===== src/rtl/sr_comp_pkg.sv =====
// Shared definitions for the SR compressor scheduler.
package sr_comp_pkg;

    localparam int unsigned SR_BEATS_PER_BLK = 16;
    localparam int unsigned SR_DATA_W        = 64;
    localparam int unsigned SR_MAX_REQ       = 8;

    typedef enum logic [0:0] {IDLE, BURST} sr_sched_state_e;

    // Wide enough for the largest supported requester count
    typedef logic [$clog2(SR_MAX_REQ)-1:0] sr_req_id_t;

endpackage


===== src/rtl/sr_rr_arb.sv =====
// Combinational round-robin arbiter: first requester at or after ptr wins.
module sr_rr_arb #(
    parameter int unsigned  NUM_REQ = 4,
    localparam int unsigned ID_W    = $clog2(NUM_REQ)
) (
    input  logic [NUM_REQ-1:0] req,
    input  logic [ID_W-1:0]    ptr,
    output logic [NUM_REQ-1:0] gnt,
    output logic [ID_W-1:0]    gnt_id,
    output logic               gnt_vld
);

    // Scan NUM_REQ positions starting at ptr, wrapping at NUM_REQ
    always_comb begin
        int unsigned idx;
        gnt     = '0;
        gnt_id  = '0;
        gnt_vld = 1'b0;
        idx     = 0;
        for (int unsigned k = 0; k < NUM_REQ; k++) begin
            idx = (32'(ptr) + k) % NUM_REQ;
            if (!gnt_vld && req[idx]) begin
                gnt[idx] = 1'b1;
                gnt_id   = ID_W'(idx);
                gnt_vld  = 1'b1;
            end
        end
    end

endmodule


===== src/rtl/sr_comp_sched.sv =====
// Block scheduler sharing one SR compressor core among NUM_REQ beat streams.
// Optional per-requester statistics: define SR_COMP_SCHED_STATS_EN.
module sr_comp_sched
    import sr_comp_pkg::*;
#(
    parameter int unsigned  NUM_REQ = 4,
    parameter int unsigned  DATA_W  = SR_DATA_W,
    parameter int unsigned  BEATS   = SR_BEATS_PER_BLK,
    localparam int unsigned ID_W    = $clog2(NUM_REQ)
) (
    input  logic                      clk,
    input  logic                      rst,
    input  logic                      sched_en_i,
    input  logic [NUM_REQ-1:0]        req_valid_i,
    input  logic [NUM_REQ*DATA_W-1:0] req_data_i,
    output logic [NUM_REQ-1:0]        req_ready_o,
    output logic                      core_valid_o,
    output logic                      core_sop_o,
    output logic                      core_eop_o,
    output logic [DATA_W-1:0]         core_data_o,
    input  logic                      core_d_valid_i,
    input  logic                      core_s_valid_i,
    input  logic                      core_size_i,
`ifdef SR_COMP_SCHED_STATS_EN
    input  logic                      stats_clr_i,
    output logic [NUM_REQ*16-1:0]     blk_cnt_o,
    output logic [NUM_REQ*16-1:0]     cmp_cnt_o,
`endif
    output logic [ID_W-1:0]           res_id_o,
    output logic                      busy_o
);

    localparam int unsigned CNT_W = $clog2(BEATS);

    sr_sched_state_e    state_q, state_d;
    logic [NUM_REQ-1:0] gnt_q;
    logic [ID_W-1:0]    gnt_id_q;
    logic [ID_W-1:0]    rr_ptr_q;
    logic [CNT_W-1:0]   beat_cnt_q;
    logic [ID_W-1:0]    id1_q;
    logic [ID_W-1:0]    res_id_q;

    logic [NUM_REQ-1:0] arb_gnt;
    logic [ID_W-1:0]    arb_id;
    logic               arb_vld;
    logic               grant_take;
    logic               accept;
    logic               last_beat;
    logic [DATA_W-1:0]  sel_data;

    sr_rr_arb #(
        .NUM_REQ (NUM_REQ)
    ) u_arb (
        .req     (req_valid_i),
        .ptr     (rr_ptr_q),
        .gnt     (arb_gnt),
        .gnt_id  (arb_id),
        .gnt_vld (arb_vld)
    );

    assign grant_take = (state_q == IDLE) && sched_en_i && arb_vld;
    assign accept     = |(req_valid_i & req_ready_o);
    assign last_beat  = (beat_cnt_q == CNT_W'(BEATS - 1));
    assign sel_data   = req_data_i[32'(gnt_id_q) * DATA_W +: DATA_W];

    // FSM state register
    always_ff @(posedge clk or posedge rst) begin
        if (rst) state_q <= IDLE;
        else     state_q <= state_d;
    end

    // FSM next state: a block only ends on its last accepted beat
    always_comb begin
        state_d = state_q;
        unique case (state_q)
            IDLE:    if (grant_take) state_d = BURST;
            BURST:   if (accept && last_beat) state_d = IDLE;
            default: state_d = IDLE;
        endcase
    end

    // FSM outputs: only the grant holder sees ready, and only inside a block
    always_comb begin
        req_ready_o = (state_q == BURST) ? gnt_q : '0;
        busy_o      = (state_q != IDLE);
    end

    // Grant, round-robin pointer and beat counter
    always_ff @(posedge clk or posedge rst) begin
        if (rst) begin
            gnt_q      <= '0;
            gnt_id_q   <= '0;
            rr_ptr_q   <= '0;
            beat_cnt_q <= '0;
        end else begin
            if (grant_take) begin
                gnt_q    <= arb_gnt;
                gnt_id_q <= arb_id;
                rr_ptr_q <= (arb_id == ID_W'(NUM_REQ - 1)) ? '0 : arb_id + ID_W'(1);
            end
            if (accept) beat_cnt_q <= last_beat ? '0 : beat_cnt_q + CNT_W'(1);
        end
    end

    // Core drive: one registered stage after the accepting cycle
    always_ff @(posedge clk or posedge rst) begin
        if (rst) begin
            core_valid_o <= 1'b0;
            core_sop_o   <= 1'b0;
            core_eop_o   <= 1'b0;
            core_data_o  <= '0;
        end else begin
            core_valid_o <= accept;
            core_sop_o   <= accept && (beat_cnt_q == '0);
            core_eop_o   <= accept && last_beat;
            core_data_o  <= accept ? sel_data : '0;
        end
    end

    // Owner id follows each beat: stage 1 with the core beat, stage 2 with its result
    always_ff @(posedge clk or posedge rst) begin
        if (rst) begin
            id1_q    <= '0;
            res_id_q <= '0;
        end else begin
            if (accept)       id1_q    <= gnt_id_q;
            if (core_valid_o) res_id_q <= id1_q;
        end
    end

    assign res_id_o = res_id_q;

`ifdef SR_COMP_SCHED_STATS_EN
    logic [15:0] blk_cnt_q [NUM_REQ];
    logic [15:0] cmp_cnt_q [NUM_REQ];
    logic        unused_core_in;

    assign unused_core_in = core_d_valid_i;

    // Saturating per-requester block / compressible-block counters; clear wins
    always_ff @(posedge clk or posedge rst) begin
        if (rst) begin
            for (int r = 0; r < NUM_REQ; r++) begin
                blk_cnt_q[r] <= '0;
                cmp_cnt_q[r] <= '0;
            end
        end else begin
            for (int r = 0; r < NUM_REQ; r++) begin
                if (stats_clr_i) begin
                    blk_cnt_q[r] <= '0;
                    cmp_cnt_q[r] <= '0;
                end else if (core_s_valid_i && (res_id_q == ID_W'(r))) begin
                    if (blk_cnt_q[r] != 16'hffff) blk_cnt_q[r] <= blk_cnt_q[r] + 16'd1;
                    if (!core_size_i && (cmp_cnt_q[r] != 16'hffff)) begin
                        cmp_cnt_q[r] <= cmp_cnt_q[r] + 16'd1;
                    end
                end
            end
        end
    end

    for (genvar g = 0; g < NUM_REQ; g++) begin : g_stats_flat
        assign blk_cnt_o[g*16 +: 16] = blk_cnt_q[g];
        assign cmp_cnt_o[g*16 +: 16] = cmp_cnt_q[g];
    end
`else
    logic unused_core_in;

    assign unused_core_in = ^{core_d_valid_i, core_s_valid_i, core_size_i};
`endif

endmodule


===== config.mk =====
export PLATFORM = sky130hd
export DESIGN_NAME = sr_comp_sched
export DESIGN_NICKNAME = d
export VERILOG_FILES = /design/src/rtl/sr_comp_pkg.sv /design/src/rtl/sr_rr_arb.sv /design/src/rtl/sr_comp_sched.sv
export SDC_FILE = /design/constraint.sdc
export NUM_CORES = 1
export LEC_CHECK = 0
export ABC_AREA = 1
export CAP_MARGIN = 20
export CELL_PAD_IN_SITES_DETAIL_PLACEMENT = 0
export CELL_PAD_IN_SITES_GLOBAL_PLACEMENT = 1
export CORE_ASPECT_RATIO = 0.9
export CORE_MARGIN = 5
export CORE_UTILIZATION = 27
export CTS_BUF_LIST = sky130_fd_sc_hd__clkbuf_8
export CTS_CLUSTER_SIZE = 24
export DETAILED_ROUTE_END_ITERATION = 8
export PLACE_DENSITY_LB_ADDON = 0.1
export SLEW_MARGIN = 20
export SYNTH_ARGS = -nofsm -noshare
export SYNTH_HDL_FRONTEND = slang
export SYNTH_HIERARCHICAL = 1
export SYNTH_SLANG_ARGS = --single-unit

===== constraint.sdc =====
create_clock -name clk -period 5.1 [get_ports clk]
set_input_delay 0.51 -clock clk [delete_from_list [all_inputs] [get_ports clk]]
set_output_delay 0.51 -clock clk [all_outputs]
set_load 0.01 [all_outputs]

# After elaboration in Yosys (flattened, before gate mapping)
# Cells that the tools add are included.
dict set report totals {
  inputBits 266
  wordCells 83
  regBits 84
  output_inout_bits 74
}
dict set report classes {
  order_cmp 8
  n_addsub 5
  mux 35
  n_shift 1
  bitwise_logic 5
  eq_ne 2
  n_reduce_logical 16
}
# cell n
set ops {}
lappend ops {{256-bit by 9-bit indexed part select with 64-bit output} 1}
lappend ops {{64-bit 2-to-1 mux} 1}
lappend ops {{4-bit 2-to-1 mux} 6}
lappend ops {{1-bit 2-to-1 mux} 14}
lappend ops {{2-bit by 3-bit less-than comparator with 1-bit output (second input constant)} 4}
lappend ops {{4-bit OR} 3}
lappend ops {{1-bit logical AND} 11}
lappend ops {{2-bit 2-to-1 mux} 5}
lappend ops {{1-bit binary-select mux with 2-bit select} 4}
lappend ops {{1-bit demux with 2-bit select} 4}
lappend ops {{2-bit by 1-bit greater-or-equal comparator with 1-bit output (second input constant)} 4}
lappend ops {{2-bit by 1-bit adder with 2-bit output (second input constant)} 2}
lappend ops {{2-bit adder (second input constant)} 2}
lappend ops {{4-bit by 1-bit adder with 4-bit output (second input constant)} 1}
lappend ops {{4-bit bitwise AND} 1}
lappend ops {{4-bit equality test (second input constant)} 1}
lappend ops {{4-bit logical NOT} 1}
lappend ops {{4-bit OR reduction} 1}
lappend ops {{1-bit logical NOT} 3}
lappend ops {{2-bit equality test (second input constant)} 1}
lappend ops {{1-bit case mux with 2 select lines} 1}
lappend ops {{1-bit NOT} 1}

# Logic depth before layout (Yosys ltp)
# Gate-level depths: netlist of the first run.
dict set report depth {
  word_depth 15
  depth_mapped 13
  depth_no_buf 12
}

# Hierarchy
# Netlist of the first run, hierarchy kept.
# module seq_area_each_um2 cells_per_inst area_per_inst_um2 instances
set modules_own_cells {}
lappend modules_own_cells {sr_comp_sched 2102.0 758 5093.6 1}
lappend modules_own_cells {sr_rr_arb 0.0 74 440.4 1}

# Worst setup path after synthesis of the first run
# Ideal clock, no wire load.
dict set report synth_timing {
  path_kind {register to register}
  from {register rr_ptr_q[0]}
  to {register rr_ptr_q[0]}
  arrival_ps 2038
  n_path_buf 1
  required_ps 5005
  path_stages_with_launch 13
  period_less_slack_ps 2133
  setup_ps 95
  slack_ps 2967
  path_cell_list {dfrtp_1 > inv_2 > ha_1 > inv_1 > nand2_1 > nand2_2 > nor2_4 > buf_6 > nand4_1 > nand2_1 > nor2_2 > inv_1 > o31ai_1}
}
dict set report synth_between {
  word_cells_on_any_way 29
  classes_between {4 x add/sub; 1 x eq/ne; 17 x mux; 7 x reduce/logical}
}
# item line
set synth_lines {}
lappend synth_lines {{from (decl)} sr_comp_sched.sv:38} ;# logic [ID_W-1:0] rr_ptr_q;
lappend synth_lines {{from (signal assigned)} sr_comp_sched.sv:99} ;# rr_ptr_q <= (arb_id == ID_W'(NUM_REQ - 1)) ? '0 : arb_id + ID_W'(1);
lappend synth_lines {{branches (longest 11 deep; another with 2-bit by 1-bit adder with 2-bit output)} --}
lappend synth_lines {{1-bit 2-to-1 mux (*)} sr_rr_arb.sv:22} ;# if (!gnt_vld && req[idx]) begin
lappend synth_lines {{net arb_vld} sr_comp_sched.sv:45} ;# logic arb_vld;
lappend synth_lines {{1-bit logical AND (*)} sr_comp_sched.sv:61} ;# assign grant_take = (state_q == IDLE) && sched_en_i && arb_vld;
# Mark *: on every way through the listed nets, which the timed path passes. The select of a mux whose other input is x is not followed.
# A chain may end at the register's enable or synchronous reset.

# Worst setup path after layout of the first run
dict set report layout_timing {
  from {register rr_ptr_q[0]}
  to {register rr_ptr_q[1]}
}
dict set report layout_between {
  elab_chain_len 14
  word_cells_on_any_way 29
  classes_between {4 x add/sub; 1 x eq/ne; 17 x mux; 7 x reduce/logical}
}
# item line
set layout_rtl {}
lappend layout_rtl {{branches (longest 11 deep; another with 2-bit by 1-bit adder with 2-bit output)} --}
lappend layout_rtl {{2-bit 2-to-1 mux (*)} sr_rr_arb.sv:22}
lappend layout_rtl {{net arb_id[0]} sr_comp_sched.sv:44} ;# logic [ID_W-1:0] arb_id;
lappend layout_rtl {{2-bit by 1-bit adder with 2-bit output / 2-bit equality test (equally long branches)} sr_comp_sched.sv:99}
lappend layout_rtl {{2-bit 2-to-1 mux (*)} sr_comp_sched.sv:99}
# Marks and branches as above.

==> results.yml, run 1 <==
clock_tree:
  htree_num_levels: 3
  clock_sinks: 84
  cts.reportedPaths.clkPinSlew_ns: 0.09
  cts_max_path_buffers: 2
  clk_latency_ns: 0.38
  postCtsSetupBuffers: 0
  cts-root-buf: "clkbuf_8"
  cts_tree: "done"
  cts_resized: 0
  cts_made_buffers: 9
  holdBufCountCts: 0
synth:
  ys_seq_area_frac: 0.380
  yosysTopAreaCell: "dfrtp_1"
  ys_ff_latch: 84
  ys_warn_count: 6
  postSynthCellCount: 832
  yosys.area.top_type_share: 0.380
  avgSynthCellArea_um2: 6.65
  syn-num-nets: 1106
  synth_cell_types: 26
  synth_ff_type: "dfrtp_1"
  synth_area_leaders: "dfrtp_1 38%, o21ai_0 14%, nor2_1 11%, nand2_1 10%, inv_1 7.9%"
  synth_commonest_cells: "161 x nor2_1, 152 x o21ai_0, 149 x nand2_1"
  synth-edff-count: 0
  synth_most_common_cell: "nor2_1"
  syn_area_um2: 5530
  synthArstFlopShare: 1.00
min_path:
  whs_endpoint: "id1_q[0]"
  whs_path_depth: 2
  worstHoldStart: "id1_q[0]"
  hold_path_class: "flop to flop"
global_routing:
  grt_pass1_wl_um: 34500
  met2_usage: 0.328
  grt_max_degree: 96
  antenna_found_initial: 1
  track_usage: 0.187
  grt_use_met1: 0.215
  gr-total-overflow: 0
  met3_usage: 0.0790
  grt.busiest_layer: "met2"
  grt_pass1_vias: 5845
routing:
  drc: 0
  wl_per_cell_um: 16.3
  drtIter0Drc: 311
  finalWirelength_um: 22800
  final_antenna_net_count: 0
  first_pass_iters: 4
  dr_total_vias: 6143
  vias_per_cell: 4.40
worst_setup_path:
  critPathKind: "flop to flop"
  rrSetupSlack_ns: 2.60
  rr_endpoint: "rr_ptr_q[1]"
  cp.arrival_ns: 2.76
  path_cells: "inv_2 > ha_1 > inv_1 > nand3_1 > nand2_1 > nor2_1 > a21oi_1 > nand3_1 > ha_1 > nand2_1 > nand2_1"
  required_ns: 5.36
  cp_slowest_stage_delay_ns: 0.54
  cp_max_fo: 10
  path_common_cell: "nand2_1"
  rr_startpoint: "rr_ptr_q[0]"
  crit_slowest_cell: "dfrtp_1"
  ff2ff_path_depth: 11
  cp-end-kind: "flop"
  crit_path_start_kind: "flop"
floorplanning:
  initial_core_util: 0.276
  die-area_um2: 23500
  core_um2: 20000
  die_w_um: 161
  rows: 49
  fp.dieH_um: 146
  ios: 340
timing:
  relSlewSlack: 0.393
  tightest_slew_ns: 0.910
  finalSetupTns_ns: 0
  finalMaxSlewViolations: 0
  finalCriticalPeriod_ns: 2.50
  finClkSkew_ns: 0.0139
  finalSetupViolCount: 0
  max_freq_ghz: 0.400
  report.final.hold_viol_count: 0
  setup_ws_ns: 2.60
  rsz0062_at_grt: "false"
  min_period_over_period: 0.490
placement:
  port_buffers: 336
  dp_hpwl_um: 16800
  gp_congestion: 0.790
  place_worst_setup_slack_ns: 2.34
layout:
  fillers: 2096
  num-nets-final: 1408
  drive_gt1_frac: 0.0378
  area_delta_synth_final_pct: 65.3
power:
  power_density_nw_per_um2: 464
  power_leakage_uw: 0.00445
  ir_worst_vdd_mv: 0.190
job:
  timing.max_cap.violations: 0
status:
  status: "complete, no violations"
[how the worst max path moves through the flow]
stage	start	endpoint	slack, ns	depth (start not counted)
6_report	rr_ptr_q[0]	rr_ptr_q[1]	2.60	11
5_1_grt	rr_ptr_q[0]	rr_ptr_q[1]	2.38	11
4_1_cts	gnt_id_q[0]	core_data_o[49]	2.56	5
3_5_place_dp	req_valid_i[3]	core_data_o[46]	2.34	8
3_3_place_gp	req_valid_i[3]	core_data_o[40]	2.38	8
2_1_floorplan	rst	beat_cnt_q[0]	2.42	1
[layer usage]
| layer | share of wire | vias up |
|---|---|---|
| met3 | 0.098 | 13 |
| li1 | - | 3193 |
| met4 | 0.012 | 0 |
| met5 | 0 | - |
| met1 | 0.40 | 2716 |
| met2 | 0.49 | 221 |
[per-stage QoR]
step	hold WS [ns]	util	instances	total power [uW]	cell area, um2
floorplan	0.448	-	832	2740	5530
global placement	0.467	0.445	1378	3750	8930
detailed placement	0.469	0.445	1378	3770	8930
CTS	0.491	0.456	1394	4340	9140
global route	0.507	0.456	1395	4670	9150
finish	0.491	0.456	1395	4240	9150
[registers in the layout, summed over array words and instances, names as in the netlist, 2 cells and up]
signal and cells:
beat_cnt_q 4, core_data_o 64, gnt_id_q 2, gnt_q 4, id1_q 2, res_id_o 2, rr_ptr_q 2
[layout by cell type (no fill, tap or decap), types with 2 or more instances in the layout]
| cell type | n |
|---|---|
| clkdlybuf4s50_1 | 336 |
| a21oi_1 | 7 |
| clkinv_2 | 4 |
| bufinv_16 | 2 |
| clkbuf_8 | 10 |
| buf_4 | 6 |
| nand4_1 | 8 |
| mux2_2 | 2 |
| dfrtp_4 | 2 |
| a21boi_0 | 4 |
| nand2_1 | 149 |
| nor2_1 | 161 |
| dfrtp_1 | 82 |
| inv_2 | 4 |
| o21ai_0 | 152 |
| ha_1 | 8 |
| nor2_2 | 2 |
| nand3_1 | 21 |
| nand2_2 | 7 |
| o21ai_1 | 49 |
| inv_1 | 117 |
[layout make-up]
type	count	area, um2	area share
clock inverters	6	78.8	0.00862
diodes	1	2.50	0.000274
repair buffers	342	3410	0.373
well taps	255	319	0.0349
multi-input cells	576	2640	0.288
clock buffers	10	138	0.0150
inverters	121	455	0.0498
flip-flops and latches	84	2110	0.231
[where the power goes]
group	internal, uW	switching [uW]
Clock	285	258
Sequential	933	230
Combinational	1100	1440
[worst max-delay path, delay by kind of cell, from the launching register on]
kind	cells	cell delay, ns
AO/OA/AOI/OAI	1	0.12
adder cells (fa/ha/maj)	2	0.65
buffers and inverters	2	0.30
flip-flops	1	0.54
AND/OR/NAND/NOR	6	0.78
[cells by family after synthesis]
logic type               share of synthesized area
AO/OA/AOI/OAI                                0.195
XOR/XNOR                                   0.00158
adder cells (fa/ha/maj)                     0.0181
buffers and inverters                        0.144
flip-flops                                   0.380
multiplexers                               0.00407
AND/OR/NAND/NOR                              0.258
No activity file was read; power rests on OpenSTA's default activity.
==> run 2: changes to the inputs <==
- CORE_UTILIZATION: 27 -> 23
- clock period: 5.1 -> 2.1 ns (I/O delays scaled with it)
==> run 2 against run 1 <==
Effect of this change: critical path depth unchanged; critical endpoint unchanged; flip-flop and latch count unchanged; cell count increased by 5.1%; first-iteration DRC count decreased by 3.2%; via count increased by 2.1%; maximum frequency increased by 31%; clock power increased by 130%; power increased to 2.5 times the previous value; count of clock-buffer cells in the layout unchanged; core utilization decreased by 5.4 points; worst hold slack got worse by 0.38 ns; setup slack got worse by 2.4 ns.
==> results.yml, run 2 (synthesized netlist as in run 1, its figures left out) <==
status:
  status: "complete, no violations"
global_routing:
  grt_pass1_wl_um: 35700
  grt_pass1_vias: 6010
  antenna_found_initial: 1
  grt_max_degree: 94
  track_usage: 0.168
  gr-total-overflow: 0
layout:
  fin_cells: 1466
  fillers: 2530
  top_regs: "core_data_o: 64 flops, beat_cnt_q: 4 flops, gnt_q: 4 flops"
  final_common_cell: "clkdlybuf4s50_1"
  largest_reg_flops: 64
  area_delta_synth_final_pct: 71.1
  regMostFlops: "core_data_o"
  final_cell_mix: "336 x clkdlybuf4s50_1, 161 x nor2_1, 152 x o21ai_0"
  drive_gt1_frac: 0.0576
  num-nets-final: 1432
routing:
  vias_per_cell: 4.28
  drtIter0Drc: 301
  finalWirelength_um: 24000
  wl_met2_um: 11200
  drt-met1-wl_um: 9920
  wl_per_cell_um: 16.4
  dr_wl_met3_um: 2560
  drc: 0
  route.top_layer_used: "met5"
  dr_total_vias: 6274
  final_antenna_net_count: 0
  first_pass_iters: 4
worst_setup_path:
  ff2ff_path_depth: 11
  rrSetupSlack_ns: 0.20
  crit_path_start_kind: "flop"
  cp.arrival_ns: 2.16
  required_ns: 2.36
  crit_path_start: "rr_ptr_q[0]"
  cp-end-kind: "flop"
  rr_endpoint: "rr_ptr_q[1]"
  critPathKind: "flop to flop"
  cp_max_fo: 5
  rr_startpoint: "rr_ptr_q[0]"
power:
  power_density_nw_per_um2: 1140
  p_clk_frac: 0.116
  power_leakage_uw: 0.00458
  p_int_uw: 5890
  power_switching_uw: 4870
  power_frac_seq: 0.240
  switching_share: 0.453
  ir_worst_vdd_mv: 0.616
  finalPower_uw: 10800
  combinationalPowerShare: 0.644
timing:
  finalSetupViolCount: 0
  finalMaxSlewViolations: 0
  holdWs_ns: 0.112
  finalSetupTns_ns: 0
  tightest_slew_ns: 0.398
  report.final.hold_viol_count: 0
  rsz0062_at_grt: "false"
  relSlewSlack: 0.734
  finClkSkew_ns: 0.0104
  setup_ws_ns: 0.197
  min_period_over_period: 0.906
  finalCriticalPeriod_ns: 1.90
  max_freq_ghz: 0.526
floorplanning:
  fp.dieH_um: 157
  core_um2: 23500
  die_w_um: 174
  rows: 53
  die-area_um2: 27300
  ios: 340
  initial_core_util: 0.235
clock_tree:
  cts_tree: "done"
  cts-root-buf: "clkbuf_8"
  holdBufCountCts: 0
  cts_made_buffers: 9
  cts.reportedPaths.clkPinSlew_ns: 0.10
  cts_max_path_buffers: 2
  cts_resized: 0
  clock_sinks: 84
  htree_num_levels: 3
  postCtsSetupBuffers: 0
  clk_latency_ns: 0.37
min_path:
  hold_path_class: "input pin to asynchronous set/reset pin"
job:
  timing.max_cap.violations: 0
placement:
  place_worst_setup_slack_ns: 0.120
  gp_congestion: 0.810
  port_buffers: 336
  placed_cells: 1449
  dp_hpwl_um: 18300
[run 2: changes by cell type in the layout (fill, tap and decap cells not counted), sizes merged]
cell,before,now
buf,6,30
bufinv,2,1
clkinvlp,0,1
[run 2: worst max path at each step]
stage / endpoint / slack [ns] / cells after the start
after CTS: req_ready_o[0] / 0.17 / 3
after global placement: rr_ptr_q[1] / 0.14 / 11
after global routing: rr_ptr_q[1] / 0.04 / 11
after floorplan: rr_ptr_q[0] / 0.04 / 12
after detailed placement: rr_ptr_q[1] / 0.12 / 11
final: rr_ptr_q[1] / 0.20 / 11
[run 2: per-stage QoR]
stage	cell area (um2)	util
CTS	9460	0.402
global placement	9260	0.393
floorplan	5540	-
finish	9470	0.402
detailed placement	9260	0.393
global route	9460	0.402
[run 2: per-layer routing]
layer / up-vias / global-route usage
met4: 2 / 0.0441
met5: - / 0
met1: 2773 / 0.202
met3: 14 / 0.0677
li1: 3247 / -
met2: 238 / 0.283
[run 2: area by class of cell]
cell class / instances / area (um2) / share of cell area
diodes: 1 / 2.50 / 0.000264
clock buffers: 10 / 138 / 0.0145
multi-input cells: 576 / 2640 / 0.279
inverters: 121 / 458 / 0.0484
flip-flops and latches: 84 / 2110 / 0.223
clock inverters: 6 / 65.1 / 0.00687
repair buffers: 366 / 3680 / 0.388
well taps: 302 / 378 / 0.0399
[run 2: power by group through the flow]
stage                     registers, uW  clock network, uW  logic, uW
after detailed placement           2630                  0       7090
after global placement             2610                  0       7080
final                              2580               1250       6930
after CTS                          2600               1330       7100
after floorplan                    2830                  0       3840
after global routing               2670               1380       7760
[run 2: worst max-delay path, stage by stage, from the launching register on]
cell and delay (ns):
dfrtp_1 0.37, inv_2 0.04, ha_1 0.35, inv_1 0.13, nand3_1 0.08, nand2_1 0.07
nor2_1 0.06, a21oi_1 0.15, nand3_1 0.13, ha_1 0.31, nand2_1 0.07, nand2_1 0.05
==> run 3: changes to the inputs <==
- CORE_UTILIZATION: 23 -> 25
- CTS_BUF_LIST: sky130_fd_sc_hd__clkbuf_8 -> default
- clock period: 2.1 -> 2 ns (I/O delays scaled with it)
==> run 3 against run 2 <==
Effect of this change: clock skew shrank 0.0056 ns; sequential power is 4% higher; setup slack worse by 0.056 ns; clock power rose by 52%; wire length fell by 4.4%; first-iteration DRC count is 26% lower; flip-flop and latch count did not move; highest routed layer is now met4; critical path type unchanged.
==> results.yml, run 3 (synthesized netlist as in run 1, its figures left out) <==
status:
  status: "complete, no violations"
global_routing:
  grt_max_degree: 95
  antenna_found_initial: 0
  track_usage: 0.175
  grt_pass1_vias: 6164
  grt_pass1_wl_um: 34700
  gr-total-overflow: 0
worst_setup_path:
  path_cells: "inv_1 > ha_2 > inv_2 > nand3_1 > nand2_1 > nor2_1 > a21oi_1 > nand3_1 > ha_1 > nand2_1 > nand2_1"
  critPathKind: "flop to flop"
  cp_max_fo: 5
  cp.arrival_ns: 2.09
  crit_path_start_kind: "flop"
  cp_slowest_stage_delay_ns: 0.40
  crit_slowest_cell: "dfrtp_2"
  cp-end-kind: "flop"
  path_buf_inv: 2
  path_common_cell: "nand2_1"
  critPathTopFamily: "adder cells"
  required_ns: 2.23
clock_tree:
  clk_latency_ns: 0.34
  cts-root-buf: "clkbuf_16"
  clock_sinks: 84
  cts_tree: "done"
  cts_made_buffers: 9
  htree_num_levels: 3
  cts_max_path_buffers: 2
  cts.reportedPaths.clkPinSlew_ns: 0.07
  holdBufCountCts: 0
floorplanning:
  ios: 340
  die-area_um2: 25200
  core_um2: 21700
  fp.dieH_um: 151
  die_w_um: 167
  initial_core_util: 0.255
  rows: 51
timing:
  finalSetupViolCount: 0
  finClkSkew_ns: 0.00480
  rsz0062_at_grt: "false"
  finalCriticalPeriod_ns: 1.86
  max_freq_ghz: 0.538
  report.final.hold_viol_count: 0
  relSlewSlack: 0.703
  tightest_slew_ns: 0.445
  finalMaxSlewViolations: 0
  finalSetupTns_ns: 0
  min_period_over_period: 0.929
power:
  p_clk_frac: 0.159
  power_frac_seq: 0.225
  power_density_nw_per_um2: 1240
  power_leakage_uw: 0.00464
  power_switching_uw: 5150
  switching_share: 0.432
  p_int_uw: 6780
  combinationalPowerShare: 0.615
  ir_worst_vdd_mv: 0.737
routing:
  dr_total_vias: 6281
  wl_per_cell_um: 15.8
  finalWirelength_um: 22900
  vias_per_cell: 4.32
  drtIter0Drc: 222
  first_pass_iters: 4
  final_antenna_net_count: 0
  drc: 0
layout:
  drive_gt1_frac: 0.0636
  num-nets-final: 1432
  top_regs: "core_data_o: 64 flops, beat_cnt_q: 4 flops, gnt_q: 4 flops"
  regMostFlops: "core_data_o"
  multi_input_area_um2: 2650
  fillers: 2293
  area_delta_synth_final_pct: 73.6
  final_cell_mix: "336 x clkdlybuf4s50_1, 161 x nor2_1, 152 x o21ai_0"
  fin_area_um2: 9610
  largest_reg_flops: 64
  regArea_um2: 2110
  final_common_cell: "clkdlybuf4s50_1"
min_path:
  hold_path_class: "input pin to asynchronous set/reset pin"
placement:
  port_buffers: 336
  dp_hpwl_um: 17300
  dpl_cell_area_um2: 9270
  gp_congestion: 0.844
job:
  timing.max_cap.violations: 0
[run 3: repair_timing]
item | in CTS | in global routing
endpoints found under the setup margin | 0 | 9
setup buffers | 0 | 0
resized for setup | 0 | 4
[run 3: final timing paths]
kind / startpoint / end / slack (ns) / cells after the start
worst max-delay path: rr_ptr_q[1] / rr_ptr_q[1] / 0.14 / 11
worst min-delay path: rst / core_data_o[10] / 0.20 / 2
worst max register to register: rr_ptr_q[1] / rr_ptr_q[1] / 0.14 / 11
worst min register to register: res_id_o[0] / res_id_o[0] / 0.52 / 1
max in group asynchronous: rst / core_data_o[1] / 1.16 / 3
min in group clk: res_id_o[0] / res_id_o[0] / 0.52 / 1
[run 3: area by class of cell]
| type | count | share of cell area |
|---|---|---|
| inverters | 121 | 0.0479 |
| clock inverters | 6 | 0.00977 |
| clock buffers | 10 | 0.0249 |
| repair buffers | 366 | 0.384 |
| diodes | 1 | 0.000260 |
| multi-input cells | 576 | 0.276 |
| flip-flops and latches | 84 | 0.220 |
| well taps | 291 | 0.0379 |
[run 3: power groups by stage]
stage,Sequential (uW),Clock [uW],Combinational (uW)
after floorplan,2980,0,4030
after global placement,2720,0,7500
after detailed placement,2730,0,7470
after CTS,2700,1970,7510
after global routing,2780,2040,8310
final,2690,1900,7340
[run 3: worst reg2reg max path: cells and delay by family (launching register included)]
family / cells / cell delay [ns]
AOI/OAI and AO/OA: 1 / 0.14
and+or+nand+nor: 6 / 0.44
adders and majority gates: 2 / 0.60
buffers and inverters: 2 / 0.17
DFF: 1 / 0.40
[run 3: per-layer routing]
metal | track usage | up-vias | part of all wire
li1 | - | 3247 | -
met4 | 0.0495 | 0 | 0.017
met2 | 0.291 | 237 | 0.47
met1 | 0.208 | 2779 | 0.41
met5 | 0 | - | 0
met3 | 0.0754 | 18 | 0.11
[run 3: through the flow]
stage	util	power, uW	std cells	hold slack, ns	setup WS (ns)
after floorplan	-	7010	832	0.419	0.0104
after global placement	0.427	10200	1438	0.502	0.0725
after detailed placement	0.427	10200	1438	0.511	0.0587
after CTS	0.442	12200	1454	0.200	0.0755
after global routing	0.443	13100	1454	0.227	0.00316
final	0.443	11900	1455	0.199	0.141
==> edit 1, RTL diff (settings of run 3) <==
`NUM_REQ` is set to 4 in 2 places; all go to 8.
--- a/src/rtl/sr_rr_arb.sv
+++ b/src/rtl/sr_rr_arb.sv
@@ -1,5 +1,5 @@
 // Combinational round-robin arbiter: first requester at or after ptr wins.
 module sr_rr_arb #(
-    parameter int unsigned  NUM_REQ = 4,
+    parameter int unsigned  NUM_REQ = 8,
     localparam int unsigned ID_W    = $clog2(NUM_REQ)
 ) (
--- a/src/rtl/sr_comp_sched.sv
+++ b/src/rtl/sr_comp_sched.sv
@@ -4,5 +4,5 @@
     import sr_comp_pkg::*;
 #(
-    parameter int unsigned  NUM_REQ = 4,
+    parameter int unsigned  NUM_REQ = 8,
     parameter int unsigned  DATA_W  = SR_DATA_W,
     parameter int unsigned  BEATS   = SR_BEATS_PER_BLK,
Ports: changed (resized req_data_i, req_ready_o, req_valid_i and res_id_o); port bits go from 340 to 605. The function was not compared with the original's and may differ.
==> edit 1 against run 3 <==
  * Combinational power up 150%
  * Setup slack lost 0.59 ns
  * Via count rose by 110%
  * Largest power group unchanged
  * Cell area rose by 78%
  * Sequential cell count rose by 8
  * Routed wire length rose to 2.7 times the old value
  * Final cell count grew 86%
  * Clock power up 7%
  * Area after synthesis rose by 69%
  * Maximum frequency fell by 24%
  * The run now ends with negative setup slack left
  * Total power is 94% higher
==> edit 1: results <==
[status]
outcome = "finished, violations left"
violations = "negative setup slack"

[detailed_routing]
wl_per_cell_um = 22.6
drt_iter0_drc = 866
route.vias.total = 13217

[yosys]
syn_avg_cell_area_um2 = 5.89
muxShareOfSynthArea = 0
synth_compound_area_frac = 0.0597
synth_cell_types = 33
synth_xor_area_frac = 0.00294
synthAdderAreaFrac = 0.0134
ys_seq_area_frac = 0.246
yosys-top-cells-area = "nand3_1, nand2_1, dfrtp_1"

[timing]
layout_setup_ws_ns = -0.448
fin_setup_tns_ns = -5.93
setup_violations = 15
worstMarginPinSlew_ns = 0.505

[placed_design]
place_hpwl_um = 48700
placed_area_mm2 = 0.0164

[layout]
stdcell_count = 2700
drive_above_1_share = 0.124

[power]
leakage_uw = 0.00754

[setup_path]
crit_arrival_ns = 2.68
cp_slowest_stage_delay_ns = 0.43

[grt]
grt_max_degree = 66
antenna_found_initial = 29
grt_usage = 0.280
grt_pass1_wl_um = 89100
## edit 1: cell count changes after synthesis, sizes merged, moves of 8 or more
cell    delta
nand2    +490
nor2     -114
a21oi     +60
buf       +70
clkbuf    +10
nand3    +462
dfrtp      +8
o21ai    -192
inv       -69
nor3      +26
## edit 1: per-stage QoR
stage	worst slack (ns)	hold slack, ns	util	total power [µW]
3_3_place_gp	-0.544	0.503	0.443	20500
2_1_floorplan	-0.650	0.452	-	13800
5_1_grt	-0.585	0.353	0.460	25100
4_1_cts	-0.423	0.316	0.456	23000
3_5_place_dp	-0.599	0.513	0.443	20500
6_report	-0.448	0.313	0.460	23200
## edit 1: cell families after synthesis
family | after synthesis
simple gates | 1222
buf+inv | 185
flops | 92
compound gates | 80
fa+ha+maj | 10
xor+xnor | 1
## edit 1: metal layers
layer  global-route usage  wire length, µm  vias to the layer above
met5                    0              205                        -
met4               0.0465              886                       34
li1                     -                -                     6466
met2                0.477            29400                      419
met1                0.348            25500                     6220
met3                0.100             5040                       78
## edit 1: worst reg2reg max path, stage by stage, from the launching register on
cell      delay (ns)
dfrtp_2         0.43
inv_4           0.07
ha_4            0.31
buf_6           0.12
nand3_4         0.08
nand2_4         0.09
nor2_4          0.04
nor2_4          0.13
nand4_4         0.15
nor2_4          0.22
nand3b_1        0.14
nand2_2         0.10
nor2_4          0.08
buf_4           0.14
buf_6           0.11
nand2_1         0.05
o21ai_1         0.05
## edit 1: worst paths after layout
check | to | cells past startpoint | from | slack [ns]
worst max-delay path | gnt_id_q[0] | 16 | rr_ptr_q[0] | -0.45
worst min-delay path | rr_ptr_q[1] | 3 | rst | 0.31
worst max register to register | gnt_id_q[0] | 16 | rr_ptr_q[0] | -0.45
worst min register to register | res_id_o[1] | 2 | id1_q[1] | 0.52
max in group asynchronous | core_data_o[13] | 3 | rst | 1.28
min in group clk | core_data_o[59] | 5 | req_data_i[315] | 0.50
## edit 1: area by class of cell
class	count	area [µm²]	share of cell area
Timing Repair inverter	1	7.51	0.000439
Sequential cell	92	2310	0.135
Clock buffer	10	239	0.0140
Clock inverter	6	93.8	0.00549
Inverter	54	233	0.0136
Tap cell	483	604	0.0353
Timing Repair Buffer	726	7220	0.422
Multi-Input combinational cell	1313	6350	0.372
Antenna cell	15	37.5	0.00220
## edit 1: power by group
| part | internal, µW | switching [µW] |
|---|---|---|
| sequential | 2470 | 424 |
| clock | 1150 | 884 |
| combinational | 7440 | 10800 |
| total | 11100 | 12100 |
## edit 1: repair_timing
item,4_1_cts,5_1_grt
hold buffers,0,0
cloned,1,0
setup endpoints to repair,22,33
buffers inserted,4,5
resized for setup,34,21
pin swaps,16,14
==> edit 2, RTL diff (flow settings as in run 3) <==
Without the edit above. `core_data_o` no longer has a reset.
--- a/src/rtl/sr_comp_sched.sv
+++ b/src/rtl/sr_comp_sched.sv
@@ -109,11 +109,13 @@
             core_sop_o   <= 1'b0;
             core_eop_o   <= 1'b0;
-            core_data_o  <= '0;
         end else begin
             core_valid_o <= accept;
             core_sop_o   <= accept && (beat_cnt_q == '0);
             core_eop_o   <= accept && last_beat;
-            core_data_o  <= accept ? sel_data : '0;
         end
+    end
+
+    always_ff @(posedge clk) begin
+        core_data_o <= accept ? sel_data : '0;
     end
 
Behaviour: differs if rst is asserted again (counterexample within 4 cycles, from zero or initial values and one cycle with rst high); with rst held inactive, the same outputs for 4 cycles.
==> edit 2 against run 3 <==
  * Total power is 1.9% lower
  * Synthesized cell count is 0.48% lower
  * Cell area is 4.5% lower
  * Die area is 5.7% lower
  * Clock power is 10% lower
  * First-iteration DRC count is 36% higher
  * Maximum frequency is 0.99% higher
  * Sequential cell count stayed put
  * Area after synthesis is 6.1% lower
  * Highest routed layer is now met5
  * Setup slack better by 0.018 ns
  * Non-clock buffer count is 1 lower
  * Routed wire length is 4.2% lower
==> edit 2: results <==
[grt]
grt_max_degree = 79
grt_pass1_wl_um = 33200
grt_pass1_vias = 5770
grt_usage = 0.178

[yosys]
synth_fp_nets = 1102
muxShareOfSynthArea = 0.00434
synth_cell_types = 28
ys_seq_area_frac = 0.343
ys.flop_type = "dfxtp_1"
synth_commonest_cells = "nor2_1, o21ai_0, nand2_1"
synthArstFlopShare = 0.238

[power]
ir_worst_vdd_v = 0.000595

[layout]
buffers = 365
clock_cell_area_share = 0.0318
nets = 1426
nonClockInverterCount = 116
multi_input_area_mm2 = 0.00268
nFillCells = 2169

[timing]
relSlewSlack = 0.503

[setup_path]
r2r_setup_slack_ns = 0.16
rr_startpoint = "rr_ptr_q[0]"
critPathMaxFanout = 6

[placed_design]
dp_slack_ns = 0.00184

[detailed_routing]
routed_via_density = 4.33
wl_um = 22000

[status]
outcome = "finished, final reports clean"
edit 2: changes by cell type in the layout (fill, tap and decap cells not counted), moves of 7 or more:
cell     delta
inv_1      -13
dfxtp_1    +64
nand2_1     -7
o21ai_0     +9
o21ai_1     -9
dfrtp_1    -63
inv_2      +10
edit 2: per-stage QoR:
step                power, µW  hold slack [ns]   util  instances  area [µm²]
floorplan                6990            0.164      -        828        5200
global placement        10100            0.475  0.429       1401        8850
detailed placement      10100            0.476  0.429       1401        8850
CTS                     11900            0.300  0.443       1416        9150
global route            12800            0.390  0.444       1417        9180
finish                  11700            0.283  0.444       1417        9180
edit 2: power breakdown:
group          total [µW]  switching [µW]  internal, µW
clock network        1710             717           995
logic                7290            4010          3280
registers            2700             301          2400
edit 2: routing by layer:
metal  vias up  global-route usage  share of wire
li1       3231                   -              -
met1      2645               0.209           0.41
met2       228               0.302           0.47
met3        31              0.0710           0.10
met4         2              0.0516          0.022
met5         -                   0        0.00059
